==> config.mk <==
export PLATFORM = sky130hd
export DESIGN_NAME = sipo_frame_collector_flat
export DESIGN_NICKNAME = d
export VERILOG_FILES = /design/src/rtl/sipo_pkg.sv /design/src/rtl/sipo_frame_collector_if.sv /design/src/rtl/sipo_out_slot.sv /design/src/rtl/sipo_frame_collector.sv /design/src/flat_wrapper.sv
export SDC_FILE = /design/constraint.sdc
export NUM_CORES = 1
export LEC_CHECK = 0
export ABC_AREA = 1
export CORE_MARGIN = 10
export CORE_UTILIZATION = 48
export DETAILED_ROUTE_END_ITERATION = 8
export PLACE_DENSITY = 0.86
export SLEW_MARGIN = 20
export SYNTH_ARGS = -nofsm -noshare
export SYNTH_HDL_FRONTEND = slang
export SYNTH_HIERARCHICAL = 1
export SYNTH_SLANG_ARGS = --single-unit
==> constraint.sdc <==
create_clock -name sys_clk -period 1.9 [get_ports sys_clk]
set_clock_uncertainty 0.15 [all_clocks]
set_input_delay 0.38 -clock sys_clk [delete_from_list [all_inputs] [get_ports sys_clk]]
set_output_delay 0.38 -clock sys_clk [all_outputs]
set_load 0.03 [all_outputs]
==> src/rtl/sipo_pkg.sv <==
// ============================================================================
// Module   : sipo_pkg
// Brief    : Shared constants and parity helper for the SIPO frame collector.
// Revision : 1.0
// ============================================================================
`default_nettype none

package sipo_pkg;

  localparam int SIPO_DEFAULT_WIDTH = 8;
  localparam int CNT_W              = $clog2(SIPO_DEFAULT_WIDTH + 1);

  // Returns the bit that makes data plus parity contain an even number of ones.
  function automatic logic even_parity(input logic [31:0] data);
    return ^data;
  endfunction

endpackage

`default_nettype wire

==> src/rtl/sipo_frame_collector_if.sv <==
// ============================================================================
// Module   : sipo_frame_collector_if
// Brief    : Serial-in / parallel-out bus with a valid/ready word handshake.
//            The parity_err signal exists only with SIPO_PARITY_CHECK_EN.
// Revision : 1.0
// ============================================================================
`default_nettype none

interface sipo_frame_collector_if
  import sipo_pkg::*;
#(
  parameter int WIDTH = SIPO_DEFAULT_WIDTH
);

  localparam int c_CNT_W = $clog2(WIDTH + 1);

  logic               en;
  logic               din;
  logic               clr;
  logic               dout_ready;
  logic [WIDTH-1:0]   dout;
  logic               dout_valid;
  logic               overrun;
  logic [c_CNT_W-1:0] bit_cnt;
`ifdef SIPO_PARITY_CHECK_EN
  logic               parity_err;
`endif

  modport master (
    output en, din, clr, dout_ready,
    input  dout, dout_valid, overrun, bit_cnt
`ifdef SIPO_PARITY_CHECK_EN
    , input parity_err
`endif
  );

  modport slave (
    input  en, din, clr, dout_ready,
    output dout, dout_valid, overrun, bit_cnt
`ifdef SIPO_PARITY_CHECK_EN
    , output parity_err
`endif
  );

endinterface

`default_nettype wire

==> src/rtl/sipo_out_slot.sv <==
// ============================================================================
// Module   : sipo_out_slot
// Brief    : One-entry valid/ready holding register with sticky overrun flag.
//            Optional parity_err tag with SIPO_PARITY_CHECK_EN.
// Revision : 1.0
// ============================================================================
`default_nettype none

module sipo_out_slot #(
  parameter int WIDTH = 8
) (
  input  wire logic             sys_clk,
  input  wire logic             sys_rst,
  input  wire logic             load,
  input  wire logic [WIDTH-1:0] load_data,
`ifdef SIPO_PARITY_CHECK_EN
  input  wire logic             load_perr,
  output logic                  parity_err,
`endif
  input  wire logic             dout_ready,
  input  wire logic             clr,
  output logic [WIDTH-1:0]      dout,
  output logic                  dout_valid,
  output logic                  overrun
);

  logic [WIDTH-1:0] r_dout;
  logic             r_valid;
  logic             r_overrun;
  logic             w_slot_free;
`ifdef SIPO_PARITY_CHECK_EN
  logic             r_perr;
`endif

  // A word draining this cycle frees the slot for a same-cycle load.
  assign w_slot_free = !r_valid || dout_ready;

  always_ff @(posedge sys_clk) begin
    if (sys_rst) begin
      r_dout    <= '0;
      r_valid   <= 1'b0;
      r_overrun <= 1'b0;
`ifdef SIPO_PARITY_CHECK_EN
      r_perr    <= 1'b0;
`endif
    end else begin
      if (load && w_slot_free) begin
        r_dout  <= load_data;
        r_valid <= 1'b1;
`ifdef SIPO_PARITY_CHECK_EN
        r_perr  <= load_perr;
`endif
      end else if (r_valid && dout_ready) begin
        r_valid <= 1'b0;
`ifdef SIPO_PARITY_CHECK_EN
        r_perr  <= 1'b0;
`endif
      end

      if (clr) begin
        r_overrun <= 1'b0;
      end else if (load && !w_slot_free) begin
        r_overrun <= 1'b1;
      end
    end
  end

  assign dout       = r_dout;
  assign dout_valid = r_valid;
  assign overrun    = r_overrun;
`ifdef SIPO_PARITY_CHECK_EN
  assign parity_err = r_perr;
`endif

endmodule

`default_nettype wire

==> src/rtl/sipo_frame_collector.sv <==
// ============================================================================
// Module   : sipo_frame_collector
// Brief    : Assembles WIDTH-bit words from an enabled serial bit stream.
//            Define SIPO_PARITY_CHECK_EN for an extra even-parity bit per frame.
// Revision : 1.0
// ============================================================================
`default_nettype none

module sipo_frame_collector
  import sipo_pkg::*;
#(
  parameter int WIDTH     = SIPO_DEFAULT_WIDTH,
  parameter bit MSB_FIRST = 1'b1
) (
  input wire logic             sys_clk,
  input wire logic             sys_rst,
  sipo_frame_collector_if.slave bus
);

  localparam int c_CNT_W = $clog2(WIDTH + 1);
`ifdef SIPO_PARITY_CHECK_EN
  localparam int c_LAST_BIT = WIDTH;
`else
  localparam int c_LAST_BIT = WIDTH - 1;
`endif

  logic [WIDTH-1:0]   r_shift;
  logic [c_CNT_W-1:0] r_bit_cnt;
  logic [WIDTH-1:0]   w_shift_next;
  logic [WIDTH-1:0]   w_load_data;
  logic               w_take;
  logic               w_complete;
  logic               w_shift_en;

  assign w_take     = bus.en && !bus.clr;
  assign w_complete = w_take && (r_bit_cnt == c_CNT_W'(c_LAST_BIT));

  generate
    if (MSB_FIRST) begin : g_msb_first
      assign w_shift_next = {r_shift[WIDTH-2:0], bus.din};
    end else begin : g_lsb_first
      assign w_shift_next = {bus.din, r_shift[WIDTH-1:1]};
    end
  endgenerate

`ifdef SIPO_PARITY_CHECK_EN
  logic w_load_perr;
  // The trailing parity bit is checked against the stored word, never shifted in.
  assign w_shift_en  = w_take && !w_complete;
  assign w_load_data = r_shift;
  assign w_load_perr = even_parity(32'(r_shift)) != bus.din;
`else
  assign w_shift_en  = w_take;
  assign w_load_data = w_shift_next;
`endif

  always_ff @(posedge sys_clk) begin
    if (sys_rst) begin
      r_shift   <= '0;
      r_bit_cnt <= '0;
    end else if (bus.clr) begin
      r_shift   <= '0;
      r_bit_cnt <= '0;
    end else begin
      if (w_take) begin
        r_bit_cnt <= w_complete ? '0 : r_bit_cnt + 1'b1;
      end
      if (w_shift_en) begin
        r_shift <= w_shift_next;
      end
    end
  end

  assign bus.bit_cnt = r_bit_cnt;

  sipo_out_slot #(
    .WIDTH      (WIDTH)
  ) u_out_slot (
    .sys_clk    (sys_clk),
    .sys_rst    (sys_rst),
    .load       (w_complete),
    .load_data  (w_load_data),
`ifdef SIPO_PARITY_CHECK_EN
    .load_perr  (w_load_perr),
    .parity_err (bus.parity_err),
`endif
    .dout_ready (bus.dout_ready),
    .clr        (bus.clr),
    .dout       (bus.dout),
    .dout_valid (bus.dout_valid),
    .overrun    (bus.overrun)
  );

endmodule

`default_nettype wire

==> src/flat_wrapper.sv <==
// flat-port wrapper written by rule: the top's interface ports become plain ports
module sipo_frame_collector_flat import sipo_pkg::*;
#(
  parameter int WIDTH     = SIPO_DEFAULT_WIDTH,
  parameter bit MSB_FIRST = 1'b1
)
  (sys_clk, sys_rst, bus_en, bus_din, bus_clr, bus_dout_ready, bus_dout, bus_dout_valid, bus_overrun, bus_bit_cnt);
  sipo_frame_collector_if #(.WIDTH(WIDTH)) bus_i ();
  input wire logic sys_clk;
  input wire logic sys_rst;
  input wire logic [$bits(bus_i.en)-1:0] bus_en;
  input wire logic [$bits(bus_i.din)-1:0] bus_din;
  input wire logic [$bits(bus_i.clr)-1:0] bus_clr;
  input wire logic [$bits(bus_i.dout_ready)-1:0] bus_dout_ready;
  output wire logic [$bits(bus_i.dout)-1:0] bus_dout;
  output wire logic [$bits(bus_i.dout_valid)-1:0] bus_dout_valid;
  output wire logic [$bits(bus_i.overrun)-1:0] bus_overrun;
  output wire logic [$bits(bus_i.bit_cnt)-1:0] bus_bit_cnt;
  assign bus_i.en = bus_en;
  assign bus_i.din = bus_din;
  assign bus_i.clr = bus_clr;
  assign bus_i.dout_ready = bus_dout_ready;
  assign bus_dout = bus_i.dout;
  assign bus_dout_valid = bus_i.dout_valid;
  assign bus_overrun = bus_i.overrun;
  assign bus_bit_cnt = bus_i.bit_cnt;
  sipo_frame_collector #(.WIDTH(WIDTH), .MSB_FIRST(MSB_FIRST)) u_core (.sys_clk(sys_clk), .sys_rst(sys_rst), .bus(bus_i));
endmodule
==> results.py <==
metrics = {
    "sta": {
        "worstMarginPinSlew_ns": 0.330,
        "rsz0062_at_grt": "false",
        "hold_viol_final": 0,
        "tns_ns": 0,
        "maxSlewViolCount": 0,
        "slew_headroom_pct": 77.9,
        "setup_violations": 0,
        "fmax_mhz": 591,
        "period_minus_slack_ns": 1.69,
        "fin_ws_ns": 0.208,
        "whs_ns": 0.297,
        "finalCritPeriodShare_pct": 89.0,
    },
    "global_route": {
        "grt_overflow": 0,
        "grt_use_total_pct": 10.2,
        "grt_pass1_vias": 781,
        "antenna_found_initial": 0,
        "grt_first_pass_wirelength_um": 3550,
        "grt_max_degree": 19,
    },
    "setup_path": {
        "cp_top_family": "flip-flops",
        "cp_cell_sequence": "dlygate4sd2_1",
        "crit_buf_inv": 1,
        "cp-end-kind": "primary output",
        "critPathLaunch": "u_core/bus.bit_cnt[2]$_SDFFE_PP0P_",
        "startpoint_type": "register",
        "arrival_ns": 1.16,
        "rrSetupSlack_ns": 0.41,
        "required_ns": 1.37,
        "cpMaxStageDelayCell": "dfxtp_1",
        "crit_path_max_fanout": 6,
        "critPathKind": "reg -> out",
        "cpPeakStageDelay_ns": 0.44,
        "rr_startpoint": "u_core/bus.bit_cnt[0]$_SDFFE_PP0P_",
    },
    "placement": {
        "io_buffers": 19,
        "dp_slack_ns": 0.102,
        "dpl_cell_area_um2": 1140,
        "dp.final_hpwl_um": 1520,
        "dp.cells": 165,
        "gp_congestion": 0.767,
    },
    "floorplanning": {
        "start_util_pct": 52.8,
        "dieWidth_um": 64.3,
        "ioPinCount": 20,
        "rows": 15,
        "coreArea_um2": 1780,
        "die_area_um2": 4130,
        "die-height_um": 64.3,
    },
    "clocking": {
        "clk_transition_reported_paths_ns": 0.11,
        "numCtsBuffers": 3,
        "postCtsSetupBuffers": 0,
        "clock-sinks": 21,
        "root_buffer": "clkbuf_4",
        "htreeDepth": 1,
        "cts_buffer_depth": 2,
        "cts_tree": "yes",
        "hold_buffers": 0,
        "clk_latency_ns": 0.30,
    },
    "cells_and_area": {
        "antenna_cells": 0,
        "fin_area_um2": 1180,
        "multiInputGateArea_um2": 404,
        "fin_util_pct": 66.4,
        "register_area_um2": 420,
        "layout.nets": 152,
        "fin_cells": 169,
        "area_delta_synth_final_pct": 25.8,
        "n_fill_cell": 159,
        "drive_above_1_share_pct": 12.5,
    },
    "routing": {
        "viasPerCell": 4.85,
        "wire_per_inst_um": 11.6,
        "drc": 0,
        "drt_iter0_drc": 18,
        "wirelength_um": 1960,
        "drt_first_pass_iters": 4,
        "postRouteAntennaNets": 0,
        "vias": 819,
    },
    "synthesis": {
        "ys_warn_count": 6,
        "ys_ff_latch": 21,
        "synth_cells": 122,
        "synth_area_um2": 941,
        "synth_area_leaders": "dfxtp_1 (45%), nor2_1 (8.0%), a21oi_1 (7.4%)",
        "synthTopCellsByCount": "dfxtp_1 (21), nor2_1 (20), inv_1 (17), a21oi_1 (14), nand2_1 (12)",
        "synthFlopType": "dfxtp_1",
        "synth_top_cell_area_share_pct": 44.7,
        "synth.largest_area_cell": "dfxtp_1",
        "synth.distinct_cells": 19,
        "synth_area_per_cell_um2": 7.71,
        "syn-num-nets": 129,
        "yosysSeqAreaShare_pct": 44.7,
        "ys_async_sr_fraction_pct": 0,
        "synth.most_common_cell": "dfxtp_1",
        "synth_edf_count": 0,
    },
    "power": {
        "p_leak_nw": 0.640,
        "ir_drop_mv": 0.514,
        "power_density_nw_per_um2": 614,
        "finalPower_mw": 0.727,
    },
    "min_path": {
        "min_path_type": "reg -> reg",
        "hold_start": "u_core/u_out_slot/overrun$_SDFFE_PP0P_",
    },
    "outcome": {
        "status": "finished clean",
    },
    "run": {
        "drv_cap": 0,
    },
}
[layout make-up]
cell class | instances | share of cell area (%)
flip-flops and latches | 21 | 35.5
clock inverters | 1 | 0.423
multi-input cells | 78 | 34.1
repair buffers | 22 | 19.3
well taps | 25 | 2.64
clock buffers | 3 | 1.90
inverters | 19 | 6.03
[cell usage in the layout, fill, tap and decap left out, drive strengths merged]
| cell | count |
|---|---|
| a21oi | 15 |
| buf | 3 |
| clkbuf | 3 |
| clkdlybuf4s50 | 5 |
| clkinv | 1 |
| dfxtp | 21 |
| dlygate4sd2 | 5 |
| dlymetal6s2s | 9 |
| ha | 1 |
| inv | 19 |
| nand2 | 14 |
| nand3 | 14 |
| nor2 | 22 |
| o21ai | 9 |
| o21bai | 1 |
| or2 | 1 |
| xor2 | 1 |
[power breakdown]
group,total [mW],leakage [nW],switching [mW],internal (mW)
Sequential,0.454,0.170,0.00566,0.448
Combinational,0.0647,0.452,0.0381,0.0266
Clock,0.209,0.0177,0.130,0.0783
[per-layer routing]
metal  track usage, %  part of all wire [%]  vias to the layer above
met5                0                     0                        -
met3             3.48                   7.4                        4
met4             4.81                   2.2                        0
met1             12.0                    42                      361
li1                 -                     -                      431
met2             16.4                    48                       23
[path summary, 6_finish.rpt]
check | endpoint | cells after the start
worst max-delay path | bus_bit_cnt[2] | 1
worst min-delay path | u_core/u_out_slot/overrun$_SDFFE_PP0P_ | 2
worst max register to register | u_core/u_out_slot/dout[4]$_SDFFE_PP0P_ | 7
worst min register to register | u_core/u_out_slot/overrun$_SDFFE_PP0P_ | 2
[state kept, by name, summed over array words and instances, names as in the netlist]
name and cells:
u_core/r_shift 7, u_core/u_out_slot/dout_valid 1, u_core/u_out_slot/dout 8, u_core/u_out_slot/overrun 1
u_core/bus.bit_cnt 4
[timing repair]
item | CTS | global route
gates cloned | 0 | 0
endpoints found under the setup margin | 5 | 9
pin swaps | 0 | 0
resized for setup | 5 | 9
[cells by family (layout without fill, tap and decap cells)]
group                      after synthesis  in the layout  share of synthesized area (%)
AOI/OAI and AO/OA                       25             25                           14.0
xor gates and xnor gates                 1              1                          0.931
adders and majority gates                1              1                           1.33
buffers and inverters                   23             45                           12.4
DFF                                     21             21                           44.7
and+or+nand+nor                         51             51                           26.7
(Power assumes the default switching activity.)
